==> src/rtl/sync_fifo_reader.sv <==
// Read-side engine for sync_fifo: a 2-entry skid buffer with in-flight credit tracking.
// Define SYNC_FIFO_READER_CNT_EN to build the output handshake counter on xfer_cnt.
module sync_fifo_reader #(
    parameter int WIDTH     = 8,
    parameter int CNT_WIDTH = 16
) (
    input  logic                 clk,
    input  logic                 rst,
    input  logic                 en,
    input  logic                 fifo_empty,
    input  logic [WIDTH-1:0]     fifo_data,
    output logic                 fifo_rd_en,
    output logic                 m_valid,
    output logic [WIDTH-1:0]     m_data,
    input  logic                 m_ready,
    output logic [CNT_WIDTH-1:0] xfer_cnt
);

    typedef enum logic [1:0] {
        EMPTY = 2'd0,
        HALF  = 2'd1,
        FULL  = 2'd2
    } occ_t;

    occ_t             occ;
    logic             inflight;
    logic [WIDTH-1:0] head;
    logic [WIDTH-1:0] tail;

    logic             pop;
    logic [2:0]       level;
    logic             credit_ok;

    assign pop        = m_valid & m_ready;
    assign level      = {1'b0, occ} + {2'b00, inflight};
    assign credit_ok  = (level < 3'd2);
    // A same-cycle pop frees a slot, so a read may still issue when all credits are spent.
    assign fifo_rd_en = !rst & en & !fifo_empty & (credit_ok | pop);

    assign m_valid    = (occ != EMPTY);
    assign m_data     = head;

    always_ff @(posedge clk) begin
        if (rst) begin
            occ      <= EMPTY;
            inflight <= 1'b0;
            head     <= '0;
            tail     <= '0;
        end else begin
            inflight <= fifo_rd_en;
            case ({inflight, pop})
                2'b10: begin
                    case (occ)
                        EMPTY: begin
                            head <= fifo_data;
                            occ  <= HALF;
                        end
                        HALF: begin
                            tail <= fifo_data;
                            occ  <= FULL;
                        end
                        default: begin
                        end
                    endcase
                end
                2'b01: begin
                    head <= tail;
                    occ  <= (occ == FULL) ? HALF : EMPTY;
                end
                // Shift happens before the write: the landing word fills the slot just vacated.
                2'b11: begin
                    if (occ == FULL) begin
                        head <= tail;
                        tail <= fifo_data;
                    end else begin
                        head <= fifo_data;
                    end
                end
                default: begin
                end
            endcase
        end
    end

`ifdef SYNC_FIFO_READER_CNT_EN
    logic [CNT_WIDTH-1:0] cnt_q;

    always_ff @(posedge clk) begin
        if (rst) begin
            cnt_q <= '0;
        end else if (pop) begin
            cnt_q <= cnt_q + CNT_WIDTH'(1);
        end
    end

    assign xfer_cnt = cnt_q;
`else
    assign xfer_cnt = '0;
`endif

endmodule

==> config.mk <==
export PLATFORM = sky130hd
export DESIGN_NAME = sync_fifo_reader
export DESIGN_NICKNAME = d
export VERILOG_FILES = /design/src/rtl/sync_fifo_reader.sv
export SDC_FILE = /design/constraint.sdc
export NUM_CORES = 1
export LEC_CHECK = 0
export CAP_MARGIN = 20
export CORE_UTILIZATION = 41
export DETAILED_ROUTE_END_ITERATION = 10
export PLACE_DENSITY_LB_ADDON = 0.3
export SYNTH_ARGS = -nofsm -noshare
export SYNTH_HDL_FRONTEND = slang
export SYNTH_SLANG_ARGS = --single-unit
==> constraint.sdc <==
create_clock -name clk -period 1.9 [get_ports clk]
set_input_delay 0.38 -clock clk [delete_from_list [all_inputs] [get_ports clk]]
set_output_delay 0.38 -clock clk [all_outputs]
set_load 0.005 [all_outputs]
==> Yosys cells after proc, flatten, opt, wreduce, memory -nomap -nowiden <==
Index checks and enable logic that the tools add are counted.
{ "totals": {"ff_bits": 19, "inputBits": 13, "word_cells": 39} }
{ "classes": {"n_addsub": 1, "order_cmp": 1, "n_eq_ne": 9, "muxes": 9, "bitwise": 5, "n_reduce_logical": 10} }
{ "ops": {"columns": ["operator", "n"], "rows": [
  ["two-way mux 8 bit", 4],
  ["case mux 8 bit (3 select lines)", 1],
  ["case mux 8 bit (2 select lines)", 1],
  ["case mux 2 bit (2 select lines)", 2],
  ["== test 2 bit, second input constant", 3],
  ["nonzero test 2 bit", 3],
  ["AND 1 bit", 4],
  ["== test 2 x 1 -> 1 bit, second input constant", 2],
  ["!= test 2 bit, second input constant", 2],
  ["AND reduction 2 bit", 2],
  ["adder 2 x 1 -> 3 bit", 1],
  ["less-than comparator 3 x 2 -> 1 bit, second input constant", 1],
  ["!= test 3 x 2 -> 1 bit, second input constant", 1],
  ["AND reduction 3 bit", 1],
  ["nonzero test 3 bit", 1],
  ["zero test 1 bit", 2],
  ["zero test 2 bit", 1],
  ["!= test 2 x 1 -> 1 bit, second input constant", 1],
  ["two-way mux 1 bit", 1],
  ["OR 1 bit", 1]
]} }

==> Longest topological paths before layout <==
Gate-level depths: netlist of the first run.
{ "logic_depth": {"depth_word": 5, "depth_mapped": 8} }

==> Least setup slack after synthesis of the first run <==
OpenSTA, ideal clock, no wires.
{ "synth_path": {"path_type": "flip-flop to flip-flop", "from": "reg occ[1]", "to": "reg tail[0]", "setup_time_ns": 0.072, "arrival_time_ns": 1.749, "required_time_ns": 1.828, "setup_slack_ns": 0.079, "stages_incl_launch_ff": 9, "period_less_slack_ns": 1.821, "cell_sequence": "dfxtp_1 buf_6 o21a_1 buf_2 ha_1 and3b_1 buf_6 a21oi_4 mux2i_1"} }
{ "synth_via": {"elab_chain_cells": 5} }
{ "synth_rtl": {"columns": ["element", "line_no", "text"], "rows": [
  ["from (decl)", "25", "occ_t occ;"],
  ["from (signal assigned)", "68", "occ <= (occ == FULL) ? HALF : EMPTY;"],
  ["nonzero test 2 bit", "40", "assign m_valid = (occ != EMPTY);"],
  ["AND 1 bit", "34", "assign pop = m_valid & m_ready;"],
  ["== test 2 bit", "51", "case ({inflight, pop})"],
  ["!= test 2 bit (no line) or nonzero test 2 bit (tied branches)", null, null],
  ["AND reduction 3 bit (no line)", null, null],
  ["to (signal assigned)", "59", "tail <= fifo_data;"],
  ["to (signal assigned)", "74", "tail <= fifo_data;"],
  ["to (decl)", "28", "logic [WIDTH-1:0] tail;"]
]} }
Parallel ways exist; a longest one is shown, timed or not.
A chain may end at the register's enable or synchronous reset.

==> Final worst setup path of the first run <==
{ "layout_path": {"from": "in m_ready", "to": "reg tail[2]"} }
{ "layout_via": {"elab_chain_cells": 4} }
{ "layout_rtl": {"columns": ["element", "line_no", "text"], "rows": [
  ["from (decl)", "15", "input logic m_ready,"],
  ["AND 1 bit *", "34", null],
  ["== test 2 bit", "51", null],
  ["!= test 2 bit (no line) or nonzero test 2 bit (tied branches)", null, null],
  ["AND reduction 3 bit (no line)", null, null]
]} }
Mark *: on every way between the ends. The rest lies on a longest branch, timed or not.

==> results.cfg, run 1 <==
[run_status]
outcome = finished, final reports clean

[floorplan]
die_y_um = 56.4
core_um2 = 2780
dieArea_um2 = 3180
initial_core_util_pct = 43.7
pin_count = 39
row_count = 19
die_x_um = 56.4

[worst_setup_path]
cp-startpoint = m_ready
reg2regPathDepth = 6
critPathRequiredTime_ps = 2130
regToRegStartpoint = occ[1]
r2r_end = tail[2]
startpoint_type = input port
critPathKind = in -> reg
cp_num_cells = 8
crit_path_max_fanout = 7
cp.arrival_ps = 2030
slowest_stage = clkdlybuf4s50_1
crit_buf_inv = 3
cp-end-kind = flop
worstPathCellList = clkdlybuf4s50_1 > o21a_1 > inv_1 > ha_1 > and4bb_2 > a21oi_4 > buf_12 > mux2i_1
critPathTopFamily = buffers and inverters
cpPeakStageDelay_ps = 470
crit_path_end = tail[2]
rrSetupSlack_ps = 220

[layout]
layout.area.seq_um2 = 382
drive_above_1_share_pct = 16.9
instances_no_fill = 185
multi_input_area_um2 = 698
layout.nets = 171
num_antenna_cells = 0
area_growth_pct = 19.4
fillers = 260

[synthesis]
avgSynthCellArea_um2 = 9.27
synth_top_family_by_area = simple AND/OR/NAND/NOR gates
yosys-top-cells-area = dfxtp_1 31%, a311oi_2 9.9%, buf_4 9.9%
synthTopCellsByCount = 19 x dfxtp_1, 19 x nand2b_1, 16 x buf_4
yosysTopAreaCellShare_pct = 31.3
ys_ff_latch = 19
async_reset_ff_share_pct = 0
ys_types = 28
synth_top_area_cell = dfxtp_1
synth_xor_area_share_pct = 0
synth_area_um2 = 1210
synth_warnings = 0
seq_area_frac_synth_pct = 31.3
synth-simple-area-share_pct = 25.0
muxShareOfSynthArea_pct = 6.59
synth_enable_flop_cells = 0
synth_compound_area_share_pct = 17.2
synthAdderAreaFrac_pct = 3.09
netlist_instances = 131
ys.flop_type = dfxtp_1

[routing]
drtAntennaViolNets = 0
drt-total-wl_mm = 2.26
viasPerCell = 5.06
vias = 937
drcViolationCount = 0
wire_per_inst_um = 12.2
drt_pass1_iterations = 4
drt_iter0_markers = 24

[place]
port_buffers = 22
hpwlAfterDp_mm = 1.79
dpl.cell_count = 180
gp_congestion = 0.725

[sta]
timing.fmax_ghz = 0.556
slew_viol_final = 0
finalSetupViolCount = 0
min_period_ps = 1800
setup_tns_ps = 0
fin_worst_skew_ps = 1.26
hold_violations = 0
fin_crit_sh_pct = 94.7

[clocking]
htreeDepth = 1
cts_tree = done
cts_hold_buf = 0
cts_buffers = 3
cts_root_buffer = clkbuf_4
cts_sinks = 19
path_clk_slew_ps = 110
clk_path_buf_depth = 2
clock_latency_ps = 290

[hold_path]
hp-class = reg -> reg

[power]
irDropWorstVdd_uv = 400
powerDensity_nw_per_um2 = 624
p_leak_nw = 0.613

[global_route]
grt.met1_usage_pct = 18.2
grt_use_total_pct = 14.6
grt_pass1_wl_mm = 3.72
overflow = 0
antenna_found_initial = 0
grt_pass1_vias = 846
busiest_layer = met2
grtUsageMet2_pct = 24.0
grt_max_degree = 21
use_met3_pct = 1.38

[job]
max-cap-violations = 0
[cells by family after synthesis]
family | after synthesis
flops | 19
fa+ha+maj | 3
buf+inv | 29
mux | 8
other cells | 1
simple gates | 48
compound gates | 23
[final cells by class]
type                       count  area share [%]
timing repair buffer          30            20.2
sequential                    19            26.3
clock buffer                   3            1.55
clock inverter                 1           0.345
inverter                       3           0.777
multi-input combinational     98            48.1
tap                           31            2.67
[sequential cells by signal (all words and copies together), names as in the netlist]
signal    flops
tail          8
occ           2
m_data        8
inflight      1
[routing by layer]
metal	vias to the layer above	part of all wire (%)
met5	-	0
met4	0	1.2
met3	2	2.9
met2	21	50
met1	437	46
li1	477	-
[worst min-delay path: stages (launching register included)]
cell,delay (ps)
dfxtp_1,330
nand2b_1,60
mux2i_1,60
[worst min path at each step]
| stage | slack [ps] | to | cells after the start | from |
|---|---|---|---|---|
| 2_1_floorplan | 450 | tail[0] | 2 | tail[0] |
| 3_3_place_gp | 460 | tail[4] | 2 | tail[4] |
| 3_5_place_dp | 470 | tail[4] | 2 | tail[4] |
| 4_1_cts | 490 | tail[4] | 2 | tail[4] |
| 5_1_grt | 500 | tail[4] | 2 | tail[4] |
| 6_report | 480 | tail[7] | 2 | tail[7] |
[cell usage in the layout, fill, tap and decap left out, types with 2 or more instances in the layout]
cell type	n
nand2b_1	19
clkdlybuf4s50_1	19
dfxtp_1	18
conb_1	16
o21ai_0	9
mux2i_1	8
nand3_1	8
nor3_1	8
a311oi_2	8
buf_4	7
a21oi_1	4
inv_1	3
ha_1	3
clkbuf_4	3
or2_1	2
nor2_1	2
dlygate4sd2_1	2
[stage by stage]
stage	area [um2]	hold slack, ps	util [%]	total power, mW	worst slack [ps]
after detailed placement	1390	469	50.1	0.705	-328
final	1450	484	52.1	0.904	101
after global placement	1390	461	50.1	0.698	-292
after floorplan	1270	449	-	0.632	79.4
after CTS	1420	488	51.0	0.910	41.8
after global routing	1450	497	52.1	0.952	-8.85
[where the power goes]
part           switching [mW]  internal (mW)  leakage [nW]
Combinational           0.114          0.140         0.440
Clock                   0.131         0.0782        0.0177
Sequential             0.0151          0.427         0.155
[what timing repair did]
item | 4_1_cts | 5_1_grt
endpoints found under the setup margin | 1 | 18
setup buffers | 0 | 1
endpoints found under the hold margin | 0 | 0
gates resized for setup | 2 | 4
pin swaps | 0 | 0
No activity file was read; power rests on OpenSTA's default activity.
==> run 2, diff against run 1 <==
CORE_UTILIZATION = 26   (was 41)
CTS_CLUSTER_DIAMETER = 150   (was unset)
TNS_END_PERCENT = 20   (was unset)
==> run 2 against run 1 <==
Effect of this change: hold slack got worse by 5.8 ps; clock skew rose by 1.7 ps; cell count rose by 13%; die area rose by 55%; fmax fell by 0.20%; sequential power barely moved; first-iteration DRC count rose by 29%; largest power group unchanged; clock power rose by 42%; setup slack got worse by 3.5 ps; cell area rose by 3.1%; combinational power rose by 2%; total power rose by 10%.
==> results.cfg, run 2 (same netlist as run 1, synthesis figures left out) <==
[global_route]
overflow = 0
grt_pass1_wl_mm = 4.05
grt_pass1_vias = 869
grt_max_degree = 24
grt_use_total_pct = 10.2
antenna_found_initial = 0

[hold_path]
min-delay-start = tail[4]
hp-class = reg -> reg

[sta]
min_period_ps = 1800
hold_violations = 0
slew_viol_final = 0
timing.fmax_ghz = 0.555
rsz0062_at_grt = yes
fin_worst_skew_ps = 2.95
fin_crit_sh_pct = 94.9
finalSetupViolCount = 0

[layout]
num_antenna_cells = 0
layout.cells.most_common = clkdlybuf4s50_1
drive_above_1_share_pct = 17.2
area_growth_pct = 23.1
layout.nets = 174
layout.area.seq_um2 = 380
multi_input_area_um2 = 692
final_cell_mix = 20 x clkdlybuf4s50_1, 19 x nand2b_1, 19 x dfxtp_1
postLayoutCoreUtil_pct = 33.9
fillers = 446

[worst_setup_path]
crit_path_max_fanout = 4
cp-startpoint = m_ready
regToRegStartpoint = occ[1]
cp.arrival_ps = 1990
cp-end-kind = flop
critPathRequiredTime_ps = 2090
startpoint_type = input port
critPathKind = in -> reg

[clocking]
cts_sinks = 19
cts_hold_buf = 0
cts_tree = done
cts_buffers = 3
path_clk_slew_ps = 80
clock_latency_ps = 260
htreeDepth = 1
cts_root_buffer = clkbuf_8
clk_path_buf_depth = 2

[floorplan]
dieArea_um2 = 4950
core_um2 = 4410
initial_core_util_pct = 27.5
die_x_um = 70.4
die_y_um = 70.4
row_count = 24
pin_count = 39

[place]
hpwlAfterDp_mm = 1.96
port_buffers = 22
gp_congestion = 0.794

[power]
total_power_mw = 0.997
p_leak_nw = 0.611
powerDensity_nw_per_um2 = 667
irDropWorstVdd_uv = 269

[routing]
drt_pass1_iterations = 5
wire_per_inst_um = 12.1
drcViolationCount = 0
drtAntennaViolNets = 0
vias = 948
drt-total-wl_mm = 2.52
drt_iter0_markers = 31
viasPerCell = 4.54

[job]
max-cap-violations = 0

[run_status]
outcome = finished, final reports clean
[run 2: path summary, 6_finish.rpt]
| check | end | slack (ps) | depth (start not counted) |
|---|---|---|---|
| worst max-delay path | tail[0] | 100 | 8 |
| worst min-delay path | tail[4] | 480 | 2 |
| worst max register to register | tail[0] | 280 | 6 |
| worst min register to register | tail[4] | 480 | 2 |
[run 2: critical path: stages]
cell and delay, ps:
clkdlybuf4s50_1 480, o21a_1 190, inv_1 60, ha_1 190
and4bb_2 240, a21oi_4 110, buf_4 150, mux2i_1 200
[run 2: cell type report]
class	instances	share of cell area [%]
Multi-Input combinational cell	98	46.3
Timing Repair Buffer	33	20.1
Clock buffer	3	2.76
Tap cell	52	4.35
Clock inverter	1	0.335
Sequential cell	19	25.4
Inverter	3	0.753
[run 2: what timing repair did]
action                     CTS  global route
setup endpoints to repair    1            16
pin swaps                    0             0
buffers inserted             0             2
gates cloned                 0             0
gates resized for setup      2             1
[run 2: metal layers]
layer	vias up	share of wire, %	track usage, %	wire (um)
li1	482	-	-	-
met1	423	45	11.8	1130
met2	41	50	17.6	1260
met3	2	4.9	1.59	124
met4	0	0.55	6.00	14
met5	-	0	0	0
[run 2: power breakdown]
group	total (mW)	leakage [nW]	internal [mW]	switching [mW]
registers	0.441	0.155	0.426	0.0148
clock network	0.297	0.0255	0.146	0.151
logic	0.259	0.431	0.142	0.117
[run 2: through the flow]
step           setup slack [ps]  hold WS, ps  TNS [ps]  std cells  area (um2)
2_1_floorplan              79.4          449         0        146        1270
3_3_place_gp               -268          459     -3330        203        1440
3_5_place_dp               -308          464     -3990        203        1440
4_1_cts                    6.85          480         0        207        1480
5_1_grt                   -4.51          498     -5.27        209        1500
6_report                   97.6          478         0        209        1500
